File: config.mk
export PLATFORM = sky130hd
export DESIGN_NAME = game_controller
export DESIGN_NICKNAME = d
export VERILOG_FILES = /design/src/rtl/game_pkg.sv /design/src/rtl/tick_counter.sv /design/src/rtl/game_controller.sv
export SDC_FILE = /design/constraint.sdc
export NUM_CORES = 1
export LEC_CHECK = 0
export ABC_AREA = 1
export BUFFER_PORTS_ARGS = -buffer_cell sky130_fd_sc_hd__buf_2
export CORE_UTILIZATION = 53
export CTS_BUF_LIST = sky130_fd_sc_hd__clkbuf_16
export DETAILED_ROUTE_END_ITERATION = 8
export PLACE_DENSITY = 0.78
export SLEW_MARGIN = 20
export SYNTH_ARGS = -nofsm -noshare
export SYNTH_HDL_FRONTEND = slang
export SYNTH_SLANG_ARGS = --single-unit
File: constraint.sdc
create_clock -name clk_i -period 4.6 [get_ports clk_i]
set_clock_uncertainty 0.2 [all_clocks]
set_input_delay 0.92 -clock clk_i [delete_from_list [all_inputs] [get_ports clk_i]]
set_output_delay 0.92 -clock clk_i [all_outputs]
set_load 0.01 [all_outputs]
File: src/rtl/game_pkg.sv
// Shared game-flow types for the controller and the HEX/LED display logic.
package game_pkg;

   typedef enum logic [2:0] {
      GmReady     = 3'd0,
      GmCountdown = 3'd1,
      GmPlaying   = 3'd2,
      GmGrace     = 3'd3,
      GmPaused    = 3'd4,
      GmDone      = 3'd5
   } gm_state_t;

   function automatic int unsigned max_u(input int unsigned a, input int unsigned b);
      return (a > b) ? a : b;
   endfunction

   // Width of the shared countdown/grace counter.
   function automatic int unsigned cnt_width(input int unsigned count_ticks,
                                             input int unsigned grace_ticks);
      return $clog2(max_u(count_ticks, grace_ticks) + 1);
   endfunction

endpackage

File: src/rtl/tick_counter.sv
// Loadable down-counter stepped by the frame tick; expires on the tick that hits 1.
module tick_counter #(
   parameter int unsigned Width = 6
) (
   input  logic             clk_i,
   input  logic             rst_ni,
   input  logic             tick_i,
   input  logic             load_i,
   input  logic [Width-1:0] load_val_i,
   input  logic             hold_i,
   output logic             expire_o
);

   logic [Width-1:0] count_q, count_d;

   always_comb begin
      count_d = count_q;
      if (load_i) begin
         count_d = load_val_i;
      end else if (tick_i && !hold_i && (count_q != '0)) begin
         count_d = count_q - Width'(1);
      end
   end

   always_ff @(posedge clk_i or negedge rst_ni) begin
      if (!rst_ni) begin
         count_q <= '0;
      end else begin
         count_q <= count_d;
      end
   end

   assign expire_o = tick_i & ~hold_i & (count_q == Width'(1));

endmodule

File: src/rtl/game_controller.sv
// Game-flow controller: sequences ready/countdown/play/grace/pause/done and tracks
// lives, score and high score, gating the bird/pipe engines.
module game_controller
   import game_pkg::*;
#(
   parameter int unsigned LIVES       = 3,
   parameter int unsigned COUNT_TICKS = 3,
   parameter int unsigned GRACE_TICKS = 60,
   parameter int unsigned SCORE_W     = 10
) (
   input  logic                         clk_i,
   input  logic                         rst_ni,
   input  logic                         tick_i,
   input  logic                         flap_i,
   input  logic                         pause_i,
   input  logic                         restart_i,
   input  logic                         collision_i,
   input  logic                         pipe_passed_i,
   output logic                         game_enable_o,
   output logic                         game_reset_o,
   output logic                         respawn_o,
   output logic                         invulnerable_o,
   output logic [$clog2(LIVES+1)-1:0]   lives_o,
   output logic [SCORE_W-1:0]           score_o,
   output logic [SCORE_W-1:0]           high_score_o,
   output gm_state_t                    state_o
);

   localparam int unsigned LW   = $clog2(LIVES + 1);
   localparam int unsigned CntW = cnt_width(COUNT_TICKS, GRACE_TICKS);

   localparam logic [2:0] StReady     = GmReady;
   localparam logic [2:0] StCountdown = GmCountdown;
   localparam logic [2:0] StPlaying   = GmPlaying;
   localparam logic [2:0] StGrace     = GmGrace;
   localparam logic [2:0] StPaused    = GmPaused;
   localparam logic [2:0] StDone      = GmDone;

   localparam logic [LW-1:0]      LivesInit = LW'(LIVES);
   localparam logic [SCORE_W-1:0] ScoreMax  = '1;

   logic [2:0]         state_q, state_d;
   logic [LW-1:0]      lives_q, lives_d;
   logic [SCORE_W-1:0] score_q, score_d;
   logic [SCORE_W-1:0] high_q, high_d;
   logic               game_reset_q, game_reset_d;
   logic               respawn_q, respawn_d;
   logic               game_enable_q, invulnerable_q;

   logic               cnt_load, cnt_hold, cnt_expire;
   logic [CntW-1:0]    cnt_load_val;
   logic [SCORE_W-1:0] score_sat;

   assign score_sat = (score_q == ScoreMax) ? score_q : score_q + SCORE_W'(1);
   assign cnt_hold  = !((state_q == StCountdown) || (state_q == StGrace));

   tick_counter #(
      .Width (CntW)
   ) u_tick_counter (
      .clk_i      (clk_i),
      .rst_ni     (rst_ni),
      .tick_i     (tick_i),
      .load_i     (cnt_load),
      .load_val_i (cnt_load_val),
      .hold_i     (cnt_hold),
      .expire_o   (cnt_expire)
   );

   always_comb begin
      state_d      = state_q;
      lives_d      = lives_q;
      score_d      = score_q;
      high_d       = high_q;
      game_reset_d = 1'b0;
      respawn_d    = 1'b0;
      cnt_load     = 1'b0;
      cnt_load_val = '0;

      case (state_q)
         StReady: begin
            if (flap_i) begin
               if (COUNT_TICKS == 0) begin
                  state_d = StPlaying;
               end else begin
                  state_d      = StCountdown;
                  cnt_load     = 1'b1;
                  cnt_load_val = CntW'(COUNT_TICKS);
               end
            end
         end
         StCountdown: begin
            if (cnt_expire) begin
               state_d = StPlaying;
            end
         end
         StPlaying: begin
            if (collision_i) begin
               if (lives_q > LW'(1)) begin
                  lives_d      = lives_q - LW'(1);
                  respawn_d    = 1'b1;
                  cnt_load     = 1'b1;
                  cnt_load_val = CntW'(GRACE_TICKS);
                  state_d      = StGrace;
               end else begin
                  // Fatal hit: any coincident pipe_passed is dropped.
                  lives_d = '0;
                  state_d = StDone;
                  if (score_q > high_q) begin
                     high_d = score_q;
                  end
               end
            end else if (pause_i) begin
               state_d = StPaused;
            end else if (pipe_passed_i) begin
               score_d = score_sat;
            end
         end
         StGrace: begin
            if (pipe_passed_i) begin
               score_d = score_sat;
            end
            if (cnt_expire) begin
               state_d = StPlaying;
            end
         end
         StPaused: begin
            if (restart_i) begin
               state_d      = StReady;
               game_reset_d = 1'b1;
               score_d      = '0;
               lives_d      = LivesInit;
            end else if (pause_i) begin
               state_d = StPlaying;
            end
         end
         StDone: begin
            if (restart_i) begin
               state_d      = StReady;
               game_reset_d = 1'b1;
               score_d      = '0;
               lives_d      = LivesInit;
            end
         end
         default: begin
            state_d = StReady;
         end
      endcase
   end

   always_ff @(posedge clk_i or negedge rst_ni) begin
      if (!rst_ni) begin
         state_q        <= StReady;
         lives_q        <= LivesInit;
         score_q        <= '0;
         high_q         <= '0;
         game_reset_q   <= 1'b0;
         respawn_q      <= 1'b0;
         game_enable_q  <= 1'b0;
         invulnerable_q <= 1'b0;
      end else begin
         state_q        <= state_d;
         lives_q        <= lives_d;
         score_q        <= score_d;
         high_q         <= high_d;
         game_reset_q   <= game_reset_d;
         respawn_q      <= respawn_d;
         game_enable_q  <= (state_d == StPlaying) || (state_d == StGrace);
         invulnerable_q <= (state_d == StGrace);
      end
   end

   assign state_o        = gm_state_t'(state_q);
   assign lives_o        = lives_q;
   assign score_o        = score_q;
   assign high_score_o   = high_q;
   assign game_reset_o   = game_reset_q;
   assign respawn_o      = respawn_q;
   assign game_enable_o  = game_enable_q;
   assign invulnerable_o = invulnerable_q;

endmodule

Word level (Yosys, flattened, before mapping)
Cells that the tools add are included.
{"block": "word_totals", "register_bits": 35, "in_bits": 8, "out_inout_bits": 29, "elab_cells": 76}
{"block": "classes", "addsub": 3, "magnitude_cmp": 2, "n_eq_ne": 13, "mux": 32, "n_bitwise": 3, "n_reduce_logical": 14}
{"operator": "2-to-1 mux 10 bit", "count": 5}
{"operator": "one-hot mux 10 bit (3 select lines)", "count": 1}
{"operator": "2-to-1 mux 3 bit", "count": 8}
{"operator": "2-to-1 mux 6 bit", "count": 4}
{"operator": "one-hot mux 3 bit (5 select lines)", "count": 1}
{"operator": "equality test 3 x 2 -> 1 bit (second input constant)", "count": 4}
{"operator": "one-hot mux 6 bit (2 select lines)", "count": 1}
{"operator": "adder 10 x 1 -> 10 bit (second input constant)", "count": 1}
{"operator": "equality test 10 bit (second input constant)", "count": 1}
{"operator": "greater-than comparator 10 bit", "count": 1}
{"operator": "2-to-1 mux 2 bit", "count": 4}
{"operator": "AND reduction 4 bit", "count": 2}
{"operator": "equality test 3 bit (second input constant)", "count": 2}
{"operator": "equality test 6 x 1 -> 1 bit (second input constant)", "count": 1}
{"operator": "2-to-1 mux 1 bit", "count": 6}
{"operator": "!= test 2 bit (second input constant)", "count": 3}
{"operator": "nonzero test 6 bit", "count": 1}
{"operator": "subtractor 6 x 1 -> 6 bit (second input constant)", "count": 1}
{"operator": "one-hot mux 2 bit (2 select lines)", "count": 1}
{"operator": "nonzero test 2 bit", "count": 2}
{"operator": "OR reduction 2 bit", "count": 2}
{"operator": "equality test 3 x 1 -> 1 bit (second input constant)", "count": 1}
{"operator": "logical NOT 3 bit", "count": 1}
{"operator": "AND reduction 3 bit", "count": 1}
{"operator": "other kinds (9)", "count": 12}

Depth between registers and ports, before layout
{"block": "logic_depth", "depth_word": 8, "depth_mapped": 11, "depth_no_buf": 11}

Modules after synthesis
A second synthesis with hierarchy kept.
{"block": "unflattened", "hier_cells": 320, "area_unflattened_um2": 2307.2}
{"module": "game_controller", "instances": 1, "cells_each": 253, "area_each_um2": 1835.5}
{"module": "tick_counter", "instances": 1, "cells_each": 67, "area_each_um2": 471.7}

Least setup slack after synthesis
Ideal clock, no wire load.
{"block": "synth_timing", "kind": "in2reg", "from": "input collision_i", "to": "register u_tick_counter.count_q[4]", "setup_ns": 0.121, "arrival_time_ns": 1.472, "t_required_ns": 4.279, "setup_slack_ns": 2.807, "path_stages": 6, "n_path_buf": 0, "cell_sequence": "nand2_1 inv_1 nand2_1 nand3_2 nor2_1 nor3_2"}
{"block": "synth_via", "elab_chain_len": 3, "elab_cells_between_ends": 6, "cone_classes": "mux: 5; reduce/logical: 1"}
{"item": "from (decl)", "line_no": "game_controller.sv:17", "text": "input logic collision_i,"}
{"item": "2-to-1 mux 6 bit or 2-to-1 mux 1 bit (tied branches)", "line_no": "game_controller.sv:97", "text": "if (collision_i) begin"}
{"item": "one-hot mux 6 bit (2 select lines) or one-hot mux 1 bit (2 select lines) (tied branches)", "line_no": "game_controller.sv:79", "text": "case (state_q)"}
{"item": "2-to-1 mux 6 bit or nonzero test 2 bit (tied branches)"}
{"item": "to (signal assigned)", "line_no": "tick_counter.sv:29", "text": "count_q <= count_d;"}
{"item": "to (decl)", "line_no": "tick_counter.sv:14", "text": "logic [Width-1:0] count_q, count_d;"}
Parallel ways exist; a longest one is shown, timed or not.
A chain may end at the register's enable or synchronous reset.

Worst setup path in the final report
{"block": "layout_timing", "from": "register score_q[9] (netlist: score_o[9])", "to": "register high_q[9] (netlist: high_score_o[9])"}
{"block": "layout_via", "elab_chain_len": 2}
{"item": "from (decl)", "line_no": "game_controller.sv:44", "text": "logic [SCORE_W-1:0] score_q, score_d;"}
{"item": "from (signal assigned)", "line_no": "game_controller.sv:163", "text": "score_q <= score_d;"}
{"item": "greater-than comparator 10 bit", "line_no": "game_controller.sv:108", "text": "if (score_q > high_q) begin"}
{"item": "AND reduction 4 bit (no line)"}
{"item": "to (signal assigned)", "line_no": "game_controller.sv:164", "text": "high_q <= high_d;"}
{"item": "to (decl)", "line_no": "game_controller.sv:45", "text": "logic [SCORE_W-1:0] high_q, high_d;"}
Parallel ways exist; a longest one is shown, timed or not.

==> impl_results.md <==
- Outcome: finished, final reports clean
- Post-Place Setup Slack: 2.44 ns
- Async set or reset register ratio after synthesis: 1.00
- Yosys top cell area share: 0.371
- Initial antenna violation count: 0
- Post-CTS setup buffers: 0
- TritonCTS clock tree: built
- Post-Route WL: 4720 µm
- MaxCap Viol Count: 0
- DRT iter0 DRCs: 125
- Final Core Density: 0.639
- Net count reported at finish: 360
- Lkg Pwr: 1.51 nW
- CTS Buffer Depth: 2
- Area Overhead vs Synth: 15.6%
- Die Wd: 66.8 µm
- Max Slew Vio Count: 0
- Core Area: 4030 µm²
- Fmax: 457 MHz
- Arr. time, crit path: 2.16 ns
- Detailed Routing Iterations Pass 1: 4
- Starting Density: 0.552
- Hold path depth: 2
- Post-synthesis register bit count: 35
- CP Max Fanout: 11
- Post-DP HPWL: 3490 µm
- Vias in the first global route: 1,876
- Post-Synthesis Cell Area: 2230 µm²
- Grt ovf: 0
- Worst hold slack: 0.285 ns
- GP Congestion: 0.868
- Post-route setup TNS: 0 ns
- # IOs: 37
- Min-Delay Path Class: flop to flop
- Via count: 2,046
- Cell variety after synth: 31
- Minimum clock period: 2.19 ns
- DR WL/cell: 12.1 µm
- WP data required: 4.57 ns
- CP startpoint: score_o[9]$_DFFE_PN0P_
- Synth area leaders: dfrtp_1 (37%), nand2_1 (15%), nand3_1 (8.3%)
- Hold path startpoint: lives_o[1]$_DFFE_PN1P_
- Crit path kind: flop to flop
- WHS Endpoint: lives_o[0]$_DFFE_PN1P_
- Ratio of cells with drive above 1 in the final layout: 0.186
- Skew-Pair Late Insertion Delay: 0.28 ns
- RSZ-0062 raised after global routing: no
- Worst path buffer plus inverter count: 0
- Primary FF master, synth: dfrtp_1
- Crit-path cells: ha_1, nand2_1, nor2_1, nand3_1, nand3_1, nand2_2, nand2_1, nand2_1
- Avg Inst Size Synth: 7.42 µm²
- Slowest Stage Delay on Critical Path: 0.49 ns
- Buffers added on ports: 36
- Post-synthesis sequential area ratio: 0.395
- Post-Synthesis Cells: 300
- Pwr per Cell Area: 519 nW/µm²
- CP delay by family, top: simple AND/OR/NAND/NOR gates
- Total GRT Usage: 0.253
- CP max-delay cell: dfrtp_1
- Row count: 23
- Largest net degree at the start of global routing: 36
- Final WS setup: 2.41 ns
- Crit share post-route: 0.476
- R2r setup slk: 2.41 ns
- Antenna viol nets, final: 0
- Post-cts resize count: 0
- Post-Layout Cell Count: 389
- H-Tree Depth: 2
- Worst reg-to-reg path cell count: 8
- Slew margin rel.: 0.481
- RR Startpoint: score_o[9]$_DFFE_PN0P_
- Largest area contributor in the netlist: dfrtp_1
- Mapped Nets: 322
- Startpoint Class: flop
- Full die area: 4460 µm²
- First-pass GRT wire length: 8260 µm
- Reg-to-Reg End: high_score_o[9]$_DFFE_PN0P_
- CTS Root Cell: clkbuf_16
- Critical path depth: 8
- CP most frequent cell: nand2_1
- Pin slew with the least headroom to its limit: 0.779 ns
- Drc violations: 0
- Clock sink count: 35
- DR vias/cell: 5.26
- Yosys warns: 0
- CTS Hold Bufs: 0
- # fillers: 368
- Number of synthesized flops with an enable pin: 0
- Vert. Die Dim: 66.8 µm
- Antenna diodes: 0
- Final count of hold timing violations: 0
- Final setup fails: 0
- Crit path capture type: flop
- Placed instance count: 381
- Clock-pin slew on the worst setup and hold paths: 0.05 ns
- CTS buffer count: 5
- Worst vdd ir: 0.448 mV
## kinds of logic (layout without fill, tap and decap cells)
group	after synthesis	in the layout	share of synthesized area
and+or+nand+nor	176	176	0.358
buffers and inverters	48	87	0.0877
DFF	35	35	0.395
AOI/OAI and AO/OA	23	23	0.0652
adders and majority gates	14	14	0.0787
xor gates and xnor gates	4	4	0.0157
## metrics by stage
stage	power [mW]	instance area (µm²)
final	1.34	2570
after global routing	1.45	2570
after CTS	1.35	2570
after detailed placement	1.02	2430
after global placement	1.00	2430
after floorplan	0.879	2230
## tightest hold or removal path, cell delays in order (launching register included)
cell and delay, ns:
dfstp_2 0.38, nand2_1 0.06, nand2_1 0.04
## worst max path at each step
stage	endpoint	slack, ns
after floorplan	u_tick_counter.count_q[4]$_DFFE_PN0P_	2.81
after CTS	high_score_o[9]$_DFFE_PN0P_	2.41
after global placement	high_score_o[4]$_DFFE_PN0P_	2.52
after global routing	high_score_o[8]$_DFFE_PN0P_	2.23
final	high_score_o[9]$_DFFE_PN0P_	2.41
after detailed placement	high_score_o[9]$_DFFE_PN0P_	2.44
## routing by layer
metal,up-vias,wire [µm],share of wire,track usage
li1,1030,-,-,-
met2,53,2240,0.47,0.410
met5,-,0,0,0
met1,955,2150,0.45,0.310
met4,0,100,0.021,0.117
met3,8,234,0.050,0.0702
## power breakdown
group | internal [mW] | total, mW | leakage [nW] | switching (mW)
clock network | 0.195 | 0.314 | 0.0762 | 0.119
logic | 0.198 | 0.547 | 0.978 | 0.350
registers | 0.390 | 0.474 | 0.460 | 0.0840
total | 0.783 | 1.34 | 1.51 | 0.553
## registers in the layout, indices dropped and copies added, names as in the netlist
name and flops:
game_reset_o 1, state_o 3, u_tick_counter.count_q 6, respawn_o 1, game_enable_o 1, lives_o 2, high_score_o 10, score_o 10
invulnerable_o 1
## placed cells by master (no fill, tap or decap), types with 2 or more instances in the layout
cell type | Yosys | layout
nand4_1 | 9 | 9
nand3_1 | 37 | 37
buf_2 | 3 | 36
dfrtp_1 | 33 | 33
inv_1 | 39 | 41
clkbuf_16 | 0 | 5
ha_1 | 14 | 14
nand2_1 | 91 | 91
nor2_1 | 25 | 25
nand2_2 | 5 | 5
a21oi_1 | 10 | 10
nor2_2 | 3 | 3
inv_2 | 4 | 4
xnor2_1 | 2 | 2
xor2_1 | 2 | 2
o21ai_0 | 4 | 4
dfstp_2 | 2 | 2
o211ai_1 | 3 | 3
## cells in the mapped netlist (all sizes together), types with 2 or more instances
library cell  number
buf                5
nand4              9
xor2               2
a21oi             10
inv               43
o211ai             3
ha                14
dfstp              2
nand2             97
nand3             38
xnor2              2
o21ai              6
nor2              30
dfrtp             33
## area by class of cell
class                   instances  area, µm²  area share
clock buffers                   5        125      0.0486
inverters                      43        161      0.0627
clock inverters                 3       12.5     0.00486
well taps                      50       62.6      0.0243
repair buffers                 36        180      0.0700
flip-flops and latches         35        878       0.341
multi-input cells             217       1150       0.448
Note: power is estimated with default switching activity, not from simulation.
